**config.mk**
```make
export PLATFORM = sky130hd
export DESIGN_NAME = dds_sweep_ctrl
export DESIGN_NICKNAME = d
export VERILOG_FILES = /design/src/rtl/dds_pkg.sv /design/src/rtl/dds_dwell_cnt.sv /design/src/rtl/dds_sweep_ctrl.sv
export SDC_FILE = /design/constraint.sdc
export NUM_CORES = 1
export LEC_CHECK = 0
export CAP_MARGIN = 20
export CORE_ASPECT_RATIO = 2
export CORE_MARGIN = 2
export CORE_UTILIZATION = 55
export CTS_CLUSTER_SIZE = 12
export DETAILED_ROUTE_END_ITERATION = 16
export GPL_TIMING_DRIVEN = 0
export HOLD_SLACK_MARGIN = 0.08
export PLACE_DENSITY = 0.82
export SYNTH_ARGS = -nofsm -noshare
export SYNTH_HDL_FRONTEND = slang
export SYNTH_SLANG_ARGS = --single-unit
```
**constraint.sdc**
```tcl
create_clock -name clk -period 6.3 [get_ports clk]
set_clock_uncertainty 0.15 [all_clocks]
set_input_delay 1.26 -clock clk [delete_from_list [all_inputs] [get_ports clk]]
set_output_delay 1.26 -clock clk [all_outputs]
set_load 0.02 [all_outputs]
```
**src/rtl/dds_pkg.sv**
```systemverilog
// ---------------------------------------------------------------------------
// dds_pkg
// Shared definitions for the DDS sweep controller:
//   - default phase-increment width (M) and dwell-counter width (D)
//   - sweep FSM state encoding
// ---------------------------------------------------------------------------
package dds_pkg;

    localparam int DDS_M_DEFAULT = 27;
    localparam int DDS_D_DEFAULT = 16;

    typedef enum logic [1:0] {
        ST_IDLE  = 2'd0,
        ST_CLEAR = 2'd1,
        ST_RUN   = 2'd2,
        ST_DONE  = 2'd3
    } sweep_state_e;

endpackage : dds_pkg

```
**src/rtl/dds_dwell_cnt.sv**
```systemverilog
// ---------------------------------------------------------------------------
// dds_dwell_cnt
// Down-counter that measures how many RUN cycles the current tuning word has
// been held.
// Ports:
//   clk    in   system clock, rising edge
//   rst    in   synchronous active-high reset (counter -> 0)
//   load   in   reload with max(dwell,1)-1 (start of a new word)
//   tick   in   count down one cycle (ignored while load is high)
//   dwell  in   D  dwell length in cycles, 0 is treated as 1
//   last   out  current cycle is the final cycle of this word
// ---------------------------------------------------------------------------
module dds_dwell_cnt
    import dds_pkg::*;
#(
    parameter int D = DDS_D_DEFAULT
) (
    input  logic         clk,
    input  logic         rst,
    input  logic         load,
    input  logic         tick,
    input  logic [D-1:0] dwell,
    output logic         last
);

    logic [D-1:0] cnt_q;
    logic [D-1:0] cnt_d;

    // The counter holds "cycles remaining after this one", so a dwell of 0
    // and a dwell of 1 both load 0 and give a single-cycle word.
    always_comb begin
        cnt_d = cnt_q;
        if (load) begin
            cnt_d = (dwell == '0) ? '0 : dwell - D'(1);
        end else if (tick && (cnt_q != '0)) begin
            cnt_d = cnt_q - D'(1);
        end
    end

    // NOTE: state is updated with non-blocking assignments only, so every
    // flop samples the pre-edge values regardless of block ordering.
    always_ff @(posedge clk) begin
        if (rst) begin
            cnt_q <= '0;
        end else begin
            cnt_q <= cnt_d;
        end
    end

    assign last = (cnt_q == '0);

endmodule : dds_dwell_cnt

```
**src/rtl/dds_sweep_ctrl.sv**
```systemverilog
// ---------------------------------------------------------------------------
// dds_sweep_ctrl
// Frequency-sweep controller driving a DDS tuning word. On start it latches
// the sweep configuration, clears the DDS phase accumulator for one cycle,
// then steps the tuning word from P_start by P_step every max(dwell,1)
// cycles while the word stays <= P_end. At the end it either restarts from
// P_start (loop) or pulses done and returns to idle. All outputs are flops.
// Ports:
//   clk      in   system clock, rising edge
//   rst      in   synchronous active-high reset, highest priority
//   start    in   one-cycle start request, accepted only in IDLE
//   abort    in   stop sweep and return to IDLE (wins over start)
//   loop     in   sampled at start: 1 = repeat sweep, 0 = single sweep
//   P_start  in   M  first tuning word
//   P_step   in   M  unsigned increment per dwell
//   P_end    in   M  last permitted tuning word
//   dwell    in   D  cycles per tuning word (0 treated as 1)
//   P        out  M  tuning word to DDS
//   val_in   out  DDS input valid
//   rst_ac   out  DDS phase-accumulator clear
//   ena_ac   out  DDS accumulator enable
//   busy     out  high in CLEAR and RUN
//   done     out  one-cycle pulse at natural end of a single sweep
// ---------------------------------------------------------------------------
module dds_sweep_ctrl
    import dds_pkg::*;
#(
    parameter int M = DDS_M_DEFAULT,
    parameter int D = DDS_D_DEFAULT
) (
    input  logic         clk,
    input  logic         rst,
    input  logic         start,
    input  logic         abort,
    input  logic         loop,
    input  logic [M-1:0] P_start,
    input  logic [M-1:0] P_step,
    input  logic [M-1:0] P_end,
    input  logic [D-1:0] dwell,
    output logic [M-1:0] P,
    output logic         val_in,
    output logic         rst_ac,
    output logic         ena_ac,
    output logic         busy,
    output logic         done
);

    sweep_state_e state_q, state_d;

    // Configuration captured at the accepted start.
    logic [M-1:0] p_start_q, p_start_d;
    logic [M-1:0] p_step_q,  p_step_d;
    logic [M-1:0] p_end_q,   p_end_d;
    logic [D-1:0] dwell_q,   dwell_d;
    logic         loop_q,    loop_d;

    // Registered outputs.
    logic [M-1:0] p_q, p_d;
    logic         val_in_q, val_in_d;
    logic         rst_ac_q, rst_ac_d;
    logic         ena_ac_q, ena_ac_d;
    logic         busy_q,   busy_d;
    logic         done_q,   done_d;

    logic         cnt_load;
    logic         cnt_tick;
    logic         cnt_last;

    // One extra bit so a step past the top of the M-bit range compares as
    // larger than P_end instead of wrapping to a small word.
    logic [M:0]   p_next;

    dds_dwell_cnt #(.D(D)) u_dwell_cnt (
        .clk   (clk),
        .rst   (rst),
        .load  (cnt_load),
        .tick  (cnt_tick),
        .dwell (dwell_q),
        .last  (cnt_last)
    );

    // NOTE: every signal driven here gets a default first, so no path
    // through the case statement can leave one unassigned and infer a latch.
    always_comb begin
        state_d   = state_q;
        p_start_d = p_start_q;
        p_step_d  = p_step_q;
        p_end_d   = p_end_q;
        dwell_d   = dwell_q;
        loop_d    = loop_q;
        p_d       = '0;
        val_in_d  = 1'b0;
        rst_ac_d  = 1'b0;
        ena_ac_d  = 1'b0;
        busy_d    = 1'b0;
        done_d    = 1'b0;
        cnt_load  = 1'b0;
        cnt_tick  = 1'b0;
        p_next    = {1'b0, p_q} + {1'b0, p_step_q};

        unique case (state_q)
            ST_IDLE: begin
                if (start && !abort) begin
                    p_start_d = P_start;
                    p_step_d  = P_step;
                    p_end_d   = P_end;
                    dwell_d   = dwell;
                    loop_d    = loop;
                    state_d   = ST_CLEAR;
                    rst_ac_d  = 1'b1;
                    busy_d    = 1'b1;
                end
            end

            ST_CLEAR: begin
                if (abort) begin
                    state_d = ST_IDLE;
                end else begin
                    state_d  = ST_RUN;
                    p_d      = p_start_q;
                    val_in_d = 1'b1;
                    ena_ac_d = 1'b1;
                    busy_d   = 1'b1;
                    cnt_load = 1'b1;
                end
            end

            ST_RUN: begin
                if (abort) begin
                    state_d = ST_IDLE;
                end else if (!cnt_last) begin
                    p_d      = p_q;
                    val_in_d = 1'b1;
                    ena_ac_d = 1'b1;
                    busy_d   = 1'b1;
                    cnt_tick = 1'b1;
                end else if (p_next <= {1'b0, p_end_q} || loop_q) begin
                    // Next word (or wrap back to the start) with no gap cycle.
                    p_d      = (p_next <= {1'b0, p_end_q}) ? p_next[M-1:0] : p_start_q;
                    val_in_d = 1'b1;
                    ena_ac_d = 1'b1;
                    busy_d   = 1'b1;
                    cnt_load = 1'b1;
                end else begin
                    state_d = ST_DONE;
                    done_d  = 1'b1;
                end
            end

            ST_DONE: begin
                state_d = ST_IDLE;
            end

            default: begin
                state_d = ST_IDLE;
            end
        endcase
    end

    // NOTE: the configuration registers are plain control flops, not a
    // memory, so they are reset along with everything else and the
    // controller comes out of reset in a fully known state.
    always_ff @(posedge clk) begin
        if (rst) begin
            state_q   <= ST_IDLE;
            p_start_q <= '0;
            p_step_q  <= '0;
            p_end_q   <= '0;
            dwell_q   <= '0;
            loop_q    <= 1'b0;
            p_q       <= '0;
            val_in_q  <= 1'b0;
            rst_ac_q  <= 1'b0;
            ena_ac_q  <= 1'b0;
            busy_q    <= 1'b0;
            done_q    <= 1'b0;
        end else begin
            state_q   <= state_d;
            p_start_q <= p_start_d;
            p_step_q  <= p_step_d;
            p_end_q   <= p_end_d;
            dwell_q   <= dwell_d;
            loop_q    <= loop_d;
            p_q       <= p_d;
            val_in_q  <= val_in_d;
            rst_ac_q  <= rst_ac_d;
            ena_ac_q  <= ena_ac_d;
            busy_q    <= busy_d;
            done_q    <= done_d;
        end
    end

    assign P      = p_q;
    assign val_in = val_in_q;
    assign rst_ac = rst_ac_q;
    assign ena_ac = ena_ac_q;
    assign busy   = busy_q;
    assign done   = done_q;

endmodule : dds_sweep_ctrl
```
Word-level counts from Yosys, hierarchy flattened
Cells that the tools add are included.
- bits in registers: 147
- bits in latches: 0
- bits in writable memories: 0
- bits in read-only memories: 0
- input bits: 102
- output and inout bits: 32
- word-level logic and storage cells: 67
- memories kept: 0
- add/sub/neg operators: 3
- multipliers: 0
- div/mod/pow operators: 0
- order comparisons: 1
- eq/ne operators: 6
- shift-type cells: 0
- multiplexer cells: 29
- bitwise operators: 3
- reduce and logical (&&, ||, !) cells: 13
- operators by type and width (operator ; number):
    2-to-1 mux 27 bit ; 5
    case mux 27 bit (2 select lines) ; 1
    2-to-1 mux 16 bit ; 3
    logical NOT 16 bit ; 2
    subtractor 16 x 1 -> 16 bit, second input constant ; 2
    adder 27 x 27 -> 28 bit ; 1
    <= comparator 28 x 27 -> 1 bit ; 1
    nonzero test 16 bit ; 1
    2-to-1 mux 1 bit ; 11
    2-to-1 mux 2 bit ; 5
    case mux 2 bit (4 select lines) ; 1
    != test 3 bit, second input constant ; 2
    == test 2 bit, second input constant ; 2
    case mux 1 bit (2 select lines) ; 2
    OR reduction 4 bit ; 1
    NOT 1 bit ; 3
    case mux 1 bit (3 select lines) ; 1
    AND reduction 3 bit ; 1
    == test 2 x 1 -> 1 bit, second input constant ; 1
    logical AND 1 bit ; 2
    logical NOT 2 bit ; 1
    != test 2 bit, second input constant ; 1
    AND reduction 2 bit ; 1
    nonzero test 2 bit ; 1
    3 further kinds ; 3

Logic depth before layout (Yosys ltp)
Gate-level depths: netlist of the first run.
- depth after elaboration: 8
- gate-level depth with buffers: 21
- mapped depth without buffers: 19

By module
From an unflattened synthesis of the first run, not the netlist that was laid out.
- cell total of the unflattened synthesis: 1023
- area, all modules: 8087.8 sq um
- by module, submodules not included (module ; times used ; cells each ; area each (sq um) ; seq. area each (sq um)):
    dds_sweep_ctrl ; 1 ; 870 ; 6842.8 ; 2622.5
    dds_dwell_cnt ; 1 ; 153 ; 1244.9 ; 320.3

Worst setup path before layout of the first run
OpenSTA, ideal clock, no wires.
- path kind: register to register
- start point: register p_q[0] (netlist: P[0])
- end point: register p_q[21] (netlist: P[21])
- setup time: 0.122 ns
- arrival time: 4.183 ns
- data required time: 6.028 ns
- setup slack: 1.845 ns
- cell stages (with the launch flop): 21
- buffers on the path: 1
- clock period less this slack: 4.455 ns
- path through: dfxtp_1 > ha_1 > inv_1 > fa_1 > nor2b_1 > o31a_1 > o211ai_2 > a31oi_1 > a2111oi_0 > nor3_1 > xor2_1 > ha_1 > a21o_1 > a211o_1 > a21oi_1 > o21ai_0 > o22ai_2 > a21oi_2 > and2_1 > buf_6 > a221o_1
- cells in the longest elaborated chain, start to end: 7
- elaborated cells between the ends (all ways): 8
- classes of those cells: 1 x add/sub; 1 x order compare; 5 x mux; 1 x reduce/logical
- RTL lines (element ; line ; source):
    start, declared ; dds_sweep_ctrl.sv:58 ; logic [M-1:0] p_q, p_d;
    start signal, assigned ; dds_sweep_ctrl.sv:184 ; p_q <= p_d;
    adder 27 x 27 -> 28 bit (*) ; dds_sweep_ctrl.sv:99 ; p_next = {1'b0, p_q} + {1'b0, p_step_q};
    <= comparator 28 x 27 -> 1 bit ; dds_sweep_ctrl.sv:137, dds_sweep_ctrl.sv:139 ;
    2-to-1 mux 27 bit or logical OR 1 bit (tied branches) ; dds_sweep_ctrl.sv:139, dds_sweep_ctrl.sv:137 ;
    2-to-1 mux 27 bit (*) ; dds_sweep_ctrl.sv:137 ; end else if (p_next <= {1'b0, p_end_q} || loop_q) begin
    2-to-1 mux 27 bit (*) ; dds_sweep_ctrl.sv:131 ; end else if (!cnt_last) begin
    2-to-1 mux 27 bit (*) ; dds_sweep_ctrl.sv:129 ; if (abort) begin
    case mux 27 bit (2 select lines) (*) ; dds_sweep_ctrl.sv:101 ; unique case (state_q)
Mark *: on every way between the ends. The rest lies on a longest branch, timed or not. The select of a mux whose other input is x is not followed.
A chain may end at the register's enable or synchronous reset.

Final worst setup path of the first run
- start point: register p_q[0] (netlist: P[0])
- end point: register p_q[3] (netlist: P[3])
The elaborated chain is that of the path after synthesis.

==> run_results.csv, run 1 <==
group,metric,value,unit
status,outcome,"finished, final reports clean",
floorplanning,ios,134,
routing,num_vias,8140,
global_route,grt_max_degree,17,
synthesis,ys_seq_area_share,36.0,%
routing,drt.antenna.violating_nets,0,
global_route,met3_usage,5.38,%
synthesis,synth_edf_count,0,
synthesis,synth_xor_area_share,4.18,%
floorplanning,core_area,14700,um^2
synthesis,avgSynthCellArea,7.96,um^2
pwr,power.density,281,nW/um^2
synthesis,yosys_most_used_dff,"dfxtp_1",
global_route,grt_pass1_vias,8059,
finish,drive_above_1_share,5.97,%
finish,final_common_cell,"nand2_1",
floorplanning,rows,63,
pwr,p_leak,4.24,nW
routing,via_per_inst,5.88,
worst_setup_path,worstSetupPathType,"flip-flop to flip-flop",
run,maxCapViolCount,0,
routing,drt_wl_total,24500,um
pwr,finalPower,2.92,mW
synthesis,netlist_area,8170,um^2
sta,slew-limit-headroom,53.0,%
place,dp_hpwl,18000,um
worst_setup_path,worstPathMaxFanout,10,
sta,finalHoldViolCount,0,
finish,final_nets,1342,
clock_network,cts_tree,"built",
sta,rsz0062_at_grt,"false",
sta,post-route-min-period,5.88,ns
floorplanning,die_y,176,um
synthesis,ys_ff_latch,147,
sta,tns,0,ns
routing,drc,0,
worst_setup_path,cp.arrival,6.10,ns
sta,holdWs,0.305,ns
worst_setup_path,worst_setup_path_start_kind,"flip-flop",
synthesis,synth_top_family_by_area,"compound AO/OA/AOI/OAI gates",
global_route,gr-usage-all-layers,30.7,%
global_route,grtUsageMet1,35.7,%
sta,slew_viol_final,0,
synthesis,yosys_warnings,0,
synthesis,synth_fp_nets,1191,
worst_setup_path,worstPathCellList,"ha_1 -> inv_1 -> fa_1 -> nor2b_1 -> o31a_1 -> o211ai_2 -> a31oi_1 -> a2111oi_0 -> nor3_1 -> xor2_1 -> ha_1 -> nand3_1 -> nor3_1 -> nand4_1 -> a31oi_1 -> o22ai_2 -> a21oi_2 -> and2_1 -> buf_6 -> buf_6 -> a21o_1",
synthesis,yosysTopAreaCellShare,36.0,%
finish,final_cell_mix,"nand2_1, dfxtp_1, a21oi_1, clkdlybuf4s50_1, nor2_1",
synthesis,synth_largest_area_cell,"dfxtp_1",
place,io_buffers,132,
clock_network,cts_resized,0,
sta,timing.fmax,170,MHz
routing,wire_per_inst,17.7,um
global_route,overflow,0,
clock_network,holdBufCountCts,0,
clock_network,post-cts-setup-buffers,0,
synthesis,synthTopCellsByArea,"dfxtp_1, nand2_1, ha_1",
clock_network,clock_path_buffers,2,
sta,worstMarginPinSlew,0.703,ns
synthesis,synthArstFlopShare,0,%
finish,diodes,0,
worst_setup_path,crit_required,6.52,ns
sta,setup_viol,0,
sta,post-route-period-util,93.3,%
floorplanning,dieArea,15900,um^2
floorplanning,initial_utilization,55.8,%
clock_network,htreeDepth,4,
global_route,antenna_found_initial,0,
clock_network,cts_buffers,17,
pwr,ir_worst_vdd,0.000211,V
synthesis,synthMuxAreaShare,2.97,%
routing,first_pass_iters,7,
clock_network,worstSkewPairLatency,0.43,ns
clock_network,clk_pin_slew,0.06,ns
clock_network,clock_sinks,147,
global_route,grt_pass1_wl,39400,um
routing,drt_iter0_drc,545,
clock_network,clockRootBuffer,"clkbuf_16",
floorplanning,die-width,90.2,um
synthesis,syn_inst,1027,
synthesis,synthAdderAreaFrac,9.58,%
place,preCtsSetupSlack,0.658,ns
worst_hold_path,hold_path_class,"flip-flop to flip-flop",
synthesis,ys_types,69,
global_route,use_met2,53.1,%
worst_setup_path,endpoint_kind,"flip-flop",
synthesis,synth-compound-area-share,21.4,%
global_route,busiest_layer,"met2",
worst_setup_path,max_stage_delay,0.54,ns
sta,setup_ws,0.420,ns
worst_setup_path,crit_slowest_cell,"a21oi_2",
synthesis,synth-simple-area-share,20.8,%
place,gp_congestion,0.862,
finish,areaGrowthSynthToFinish,27.2,%
power breakdown:
group	internal [mW]	switching, mW	leakage, nW
Clock	0.723	0.418	0.312
Combinational	0.299	0.425	2.74
Sequential	0.999	0.0551	1.19
Total	2.02	0.898	4.24
cell usage after synthesis (2+ instances only):
cell,count
nand2_1,224
dfxtp_1,147
a21oi_1,136
nor2_1,70
ha_1,61
inv_1,47
clkbuf_1,41
a21o_1,27
o21ai_0,24
nor3_1,22
xnor2_1,21
xor2_1,18
nand3_1,16
a22o_1,15
a211oi_1,10
mux2_4,9
a31oi_1,8
and3_1,8
o21a_1,8
or4_1,8
a221o_1,6
a221oi_1,6
mux2_2,6
nor2b_1,5
o31ai_1,5
and2_1,4
mux2i_1,4
nand2b_1,4
nand4_1,4
o211ai_1,4
or3_1,4
a2111oi_0,3
buf_6,3
nor3b_1,3
or2_2,3
a211o_1,2
a21oi_2,2
and4b_1,2
buf_2,2
buf_4,2
o211ai_2,2
o21ai_1,2
o21bai_1,2
o41ai_1,2
cell type report:
| cell class | instances | area, um^2 |
|---|---|---|
| plain buffers | 50 | 231 |
| clock buffers | 19 | 453 |
| clock inverters | 12 | 204 |
| fillers | 1188 | 4270 |
| inverters | 47 | 176 |
| multi-input cells | 783 | 4820 |
| flip-flops and latches | 147 | 2940 |
| well taps | 195 | 244 |
| repair buffers | 132 | 1320 |
cells by family after synthesis:
kind of cell | after synthesis
adders and majority gates | 62
buffers and inverters | 97
xor gates and xnor gates | 39
muxes | 19
and+or+nand+nor | 388
DFF | 147
AOI/OAI and AO/OA | 275
registers in the layout, indices dropped and copies added (netlist names):
register           count
rst_ac                 1
P                     27
p_start_q             27
done                   1
u_dwell_cnt.cnt_q     16
ena_ac                 1
dwell_q               16
p_end_q               27
busy                   1
loop_q                 1
p_step_q              27
state_q                2
worst paths after layout:
path | startpoint | end | slack [ns] | cells after the start
worst max register to register | P[0] | P[3] | 0.42 | 21
worst min register to register | p_end_q[20] | p_end_q[20] | 0.31 | 2
worst max-delay path | P[0] | P[3] | 0.42 | 21
worst min-delay path | p_end_q[20] | p_end_q[20] | 0.31 | 2
through the flow:
step	area, um^2	cells	utilization, %
detailed placement	9740	1354	66.4
floorplan	8170	1027	-
global route	10400	1385	70.9
CTS	10400	1385	70.9
global placement	9740	1354	66.4
finish	10400	1385	70.9
worst max-delay path, delay by kind of cell (launching register included):
kind / cells / cell delay [ns]
compound gates: 8 / 2.22
xor+xnor: 1 / 0.17
fa+ha+maj: 3 / 0.94
buf+inv: 3 / 0.38
flops: 1 / 0.38
simple gates: 6 / 1.57
per-layer routing:
metal  up-vias  wire (um)
li1       3864          -
met1      3815       9930
met2       376      11800
met3        85       1550
met4         0       1210
met5         -          0
(Power assumes the default switching activity.)
==> run 2: changes to the inputs <==
--- a/config.mk
+++ b/config.mk
@@ -8,12 +8,12 @@
 export CAP_MARGIN = 20
 export CORE_ASPECT_RATIO = 2
 export CORE_MARGIN = 2
-export CORE_UTILIZATION = 55
+export CORE_UTILIZATION = 54
 export CTS_CLUSTER_SIZE = 12
 export DETAILED_ROUTE_END_ITERATION = 16
 export GPL_TIMING_DRIVEN = 0
 export HOLD_SLACK_MARGIN = 0.08
-export PLACE_DENSITY = 0.82
+export PLACE_DENSITY = 0.81
 export SYNTH_ARGS = -nofsm -noshare
 export SYNTH_HDL_FRONTEND = slang
 export SYNTH_SLANG_ARGS = --single-unit
==> constraint.sdc (replaced) <==
create_clock -name clk -period 5.9 [get_ports clk]
set_clock_uncertainty 0.15 [all_clocks]
set_input_delay 1.18 -clock clk [delete_from_list [all_inputs] [get_ports clk]]
set_output_delay 1.18 -clock clk [all_outputs]
set_load 0.02 [all_outputs]
==> run_results.csv, run 2 (synthesis results as in run 1) <==
group,metric,value,unit
status,outcome,"finished, final reports clean",
finish,layout.cells.non_filler,1386,
worst_setup_path,worstPathCellList,"ha_1 -> inv_1 -> fa_1 -> nor2b_1 -> o31a_1 -> o211ai_2 -> a31oi_1 -> o21ai_0 -> a21o_1 -> and2_1 -> ha_1 -> nand3_1 -> nor3_1 -> nand4_1 -> a31oi_1 -> o22ai_2 -> a21oi_4 -> and2_1 -> buf_6 -> buf_6 -> a21o_1",
clock_network,clockRootBuffer,"clkbuf_16",
worst_setup_path,rr_startpoint,"P[0]",
sta,setup_viol,0,
pwr,p_sw,982,uW
global_route,antenna_found_initial,0,
routing,drc,0,
run,maxCapViolCount,0,
sta,worstMarginPinSlew,0.781,ns
routing,drt_iter0_drc,506,
global_route,grt_pass1_vias,8212,
place,dp_hpwl,19100,um
floorplanning,die_y,178,um
pwr,clkPwrFrac,36.0,%
finish,final_cell_mix,"nand2_1, dfxtp_1, a21oi_1, clkdlybuf4s50_1, nor2_1",
worst_setup_path,rr_endpoint,"P[7]",
finish,multi_input_area,4830,um^2
floorplanning,initial_utilization,55.2,%
clock_network,clock_path_buffers,2,
finish,areaGrowthSynthToFinish,26.3,%
worst_hold_path,hp-start,"p_start_q[10]",
global_route,grt_pass1_wl,39700,um
sta,rsz0062_at_grt,"false",
sta,finalHoldViolCount,0,
finish,final_core_util,69.7,%
sta,tns,0,ns
sta,holdWs,0.302,ns
finish,diodes,0,
pwr,swShare,33.0,%
worst_setup_path,max_stage_delay,0.47,ns
pwr,ir_worst_vdd,0.000199,V
clock_network,worstSkewPairLatency,0.43,ns
finish,final_common_cell,"nand2_1",
place,io_buffers,132,
sta,slew-limit-headroom,47.7,%
finish,final_nets,1342,
global_route,gr-usage-all-layers,31.2,%
global_route,overflow,0,
finish,area.sequential,2940,um^2
clock_network,cts_tree,"built",
worst_setup_path,crit_slowest_cell,"a31oi_1",
sta,slew_viol_final,0,
pwr,p_int,2.00,mW
sta,timing.fmax,180,MHz
routing,drt_wl_total,25000,um
worst_setup_path,crit_required,6.12,ns
clock_network,cts_buffers,17,
worst_hold_path,holdPathEnd,"P[10]",
worst_hold_path,hold_path_class,"flip-flop to flip-flop",
finish,drive_above_1_share,5.96,%
clock_network,post-cts-setup-buffers,0,
sta,post-route-min-period,5.56,ns
worst_setup_path,worstSetupPathType,"flip-flop to flip-flop",
worst_setup_path,worstPathMaxFanout,10,
clock_network,clk_pin_slew,0.06,ns
worst_setup_path,endpoint_kind,"flip-flop",
routing,num_vias,8057,
pwr,seqPwrFrac,37.7,%
routing,wire_per_inst,18.1,um
floorplanning,ios,134,
floorplanning,core_area,14800,um^2
place,gp_congestion,0.951,
worst_setup_path,worst_setup_path_start_kind,"flip-flop",
sta,post-route-period-util,94.2,%
floorplanning,rows,63,
clock_network,clock_sinks,147,
global_route,grt_max_degree,17,
pwr,combPwrFrac,26.3,%
worst_hold_path,holdPathStages,1,
clock_network,htreeDepth,4,
routing,via_per_inst,5.81,
floorplanning,dieArea,16200,um^2
pwr,p_leak,4.20,nW
routing,first_pass_iters,5,
worst_setup_path,r2r_slack,0.34,ns
floorplanning,die-width,91.0,um
worst_setup_path,cp.arrival,5.77,ns
finish,final.fill_count,1306,
place,place_inst,1354,
routing,drt.antenna.violating_nets,0,
pwr,power.density,288,nW/um^2
worst_setup_path,worst_r2r_path_depth,21,
==> run 2: cell type report <==
class	instances	area share [%]
multi-input combinational	783	46.8
sequential	147	28.5
timing repair buffer	132	12.8
clock buffer	20	4.42
tap	195	2.36
buffer	50	2.24
inverter	47	1.71
clock inverter	12	1.16
==> run 2: worst max-delay path by stage <==
stage,start,end,slack [ns],cells past startpoint
final,P[0],P[7],0.34,21
after global placement,P[0],P[9],0.46,21
after CTS,P[0],P[7],0.28,21
after detailed placement,P[3],P[7],0.35,19
after floorplan,P[0],P[21],1.44,20
after global routing,P[0],P[7],0.13,21
==> run 2: what timing repair did <==
action,4_1_cts,5_1_grt
resized for setup,0,2
endpoints found under the setup margin,0,12
hold buffers,0,0
==> run 2: stage by stage <==
step,setup slack [ns],total power [mW],area (um^2)
3_5_place_dp,0.350,1.91,9740
6_report,0.342,2.98,10300
5_1_grt,0.132,3.10,10300
2_1_floorplan,1.44,1.64,8170
3_3_place_gp,0.457,1.89,9740
4_1_cts,0.279,2.96,10300
==> run 2: power by group through the flow <==
stage / Combinational, mW / Sequential, mW / Clock [mW]
6_report: 0.784 / 1.12 / 1.07
5_1_grt: 0.856 / 1.13 / 1.12
4_1_cts: 0.774 / 1.12 / 1.07
3_5_place_dp: 0.765 / 1.14 / 0
3_3_place_gp: 0.751 / 1.14 / 0
2_1_floorplan: 0.515 / 1.13 / 0
==> run 2: layer usage <==
| layer | wire length, um | track usage, % |
|---|---|---|
| met1 | 8420 | 29.9 |
| met2 | 13500 | 59.4 |
| met3 | 1210 | 3.72 |
| met4 | 1890 | 23.4 |
| met5 | 0 | 0 |
==> run 2: critical path: cells and delay by family (launching register included) <==
family	cells	cell delay [ns]
buf+inv	3	0.37
flops	1	0.41
simple gates	6	1.18
fa+ha+maj	3	0.92
compound gates	9	2.46
==> run 3: changes to the inputs <==
--- a/config.mk
+++ b/config.mk
@@ -11,7 +11,6 @@
 export CORE_UTILIZATION = 54
 export CTS_CLUSTER_SIZE = 12
 export DETAILED_ROUTE_END_ITERATION = 16
-export GPL_TIMING_DRIVEN = 0
 export HOLD_SLACK_MARGIN = 0.08
 export PLACE_DENSITY = 0.81
 export SYNTH_ARGS = -nofsm -noshare
==> constraint.sdc (replaced) <==
create_clock -name clk -period 5.9 [get_ports clk]
set_clock_uncertainty 0.15 [all_clocks]
set_input_delay 1.18 -clock clk [delete_from_list [all_inputs] [get_ports clk]]
set_output_delay 1.18 -clock clk [all_outputs]
set_load 0.005 [all_outputs]
==> run_results.csv, run 3 (synthesis results as in run 1) <==
group,metric,value,unit
status,outcome,"finished, final reports clean",
global_route,overflow,0,
clock_network,holdBufCountCts,0,
worst_setup_path,max_stage_delay,0.51,ns
clock_network,clock_path_buffers,2,
floorplanning,die-width,91.0,um
place,io_buffers,133,
worst_setup_path,cp.arrival,5.49,ns
global_route,gr-usage-all-layers,28.7,%
clock_network,clockRootBuffer,"clkbuf_16",
place,dp_hpwl,17000,um
sta,timing.fmax,189,MHz
finish,final.fill_count,1272,
sta,setup_ws,0.621,ns
clock_network,cts_buffers,17,
worst_setup_path,worstPathCellList,"ha_1 -> inv_1 -> fa_1 -> nor2b_1 -> o31a_1 -> o211ai_2 -> a31oi_1 -> a2111oi_0 -> nor3_1 -> xor2_1 -> ha_1 -> nand3_1 -> nor3_1 -> nand4_1 -> a31oi_1 -> o22ai_2 -> a21oi_2 -> and2_1 -> buf_4 -> a221o_1",
clock_network,cts_tree,"built",
worst_setup_path,endpoint_kind,"flip-flop",
worst_setup_path,path_depth,20,
worst_setup_path,worstSetupPathType,"flip-flop to flip-flop",
sta,slew-limit-headroom,44.4,%
routing,drt.antenna.violating_nets,0,
routing,via_per_inst,5.75,
worst_setup_path,path_buf_inv,2,
clock_network,worstSkewPairLatency,0.42,ns
sta,post-route-period-util,89.5,%
worst_hold_path,holdPathStages,1,
sta,slew_viol_final,0,
routing,first_pass_iters,5,
sta,post-route-min-period,5.28,ns
finish,areaGrowthSynthToFinish,25.2,%
sta,tns,0,ns
worst_setup_path,crit_required,6.11,ns
finish,diodes,0,
worst_hold_path,hold_path_class,"flip-flop to flip-flop",
sta,setup_viol,0,
floorplanning,ios,134,
routing,drc,0,
finish,final_nets,1300,
global_route,grt_pass1_vias,7714,
routing,num_vias,7726,
floorplanning,core_area,14800,um^2
finish,final_common_cell,"nand2_1",
clock_network,post-cts-setup-buffers,0,
floorplanning,dieArea,16200,um^2
pwr,p_leak,4.20,nW
place,gp_congestion,0.942,
clock_network,clk_pin_slew,0.06,ns
sta,holdWs,0.302,ns
finish,drive_above_1_share,6.10,%
worst_setup_path,crit_slowest_cell,"a21oi_2",
floorplanning,rows,63,
floorplanning,initial_utilization,55.2,%
routing,wire_per_inst,17.1,um
sta,worstMarginPinSlew,0.833,ns
global_route,grt_pass1_wl,37000,um
sta,finalHoldViolCount,0,
routing,drt_wl_total,23000,um
worst_setup_path,worst_setup_path_start_kind,"flip-flop",
sta,rsz0062_at_grt,"false",
floorplanning,die_y,178,um
routing,drt_iter0_drc,356,
finish,final_cell_mix,"nand2_1, dfxtp_1, a21oi_1, clkdlybuf4s50_1, nor2_1",
worst_setup_path,worstPathMaxFanout,17,
pwr,finalPower,3.08,mW
pwr,ir_worst_vdd,0.000162,V
clock_network,cts_resized,0,
clock_network,clock_sinks,147,
place,preCtsSetupSlack,0.801,ns
worst_setup_path,worst_r2r_path_depth,20,
clock_network,htreeDepth,4,
pwr,power.density,301,nW/um^2
worst_setup_path,cp_top_family,"compound AO/OA/AOI/OAI gates",
global_route,grt_max_degree,79,
run,maxCapViolCount,0,
global_route,antenna_found_initial,0,
finish,final_core_util,69.1,%
## run 3: cell types whose count changed in the layout (fill, tap and decap cells not counted), sizes merged
cell and delta:
clkinvlp -5, bufinv +5, buf -1, clkbuf -42, clkinv +3, inv -3
## run 3: layout make-up
class	count	area (um^2)	area share, %
Timing Repair Buffer	140	1380	13.5
Clock buffer	19	433	4.23
Sequential cell	147	2940	28.7
Clock inverter	12	229	2.24
Multi-Input combinational cell	783	4830	47.2
Inverter	47	176	1.72
Tap cell	195	244	2.38
## run 3: routing by layer
metal	global-route usage, %	wire length, um	vias to the layer above
met5	0	0	-
met4	17.4	1350	0
met3	4.27	948	89
met2	55.1	12500	236
met1	28.5	8140	3608
li1	-	-	3793
## run 3: final timing paths
kind / endpoint / from / slack (ns)
worst max-delay path: P[26] / P[0] / 0.62
worst max register to register: P[26] / P[0] / 0.62
worst min register to register: P[11] / p_start_q[11] / 0.30
worst min-delay path: P[11] / p_start_q[11] / 0.30
## run 3: metrics by stage
step / instances / instance area (um^2)
finish: 1343 / 10200
global route: 1343 / 10200
CTS: 1343 / 10200
detailed placement: 1312 / 9580
global placement: 1312 / 9580
floorplan: 1027 / 8170
## run 3: power breakdown
part / total (mW) / internal, mW / switching, mW
combinational: 0.736 / 0.310 / 0.427
clock: 1.22 / 0.795 / 0.429
sequential: 1.12 / 1.07 / 0.0577
total: 3.08 / 2.17 / 0.913
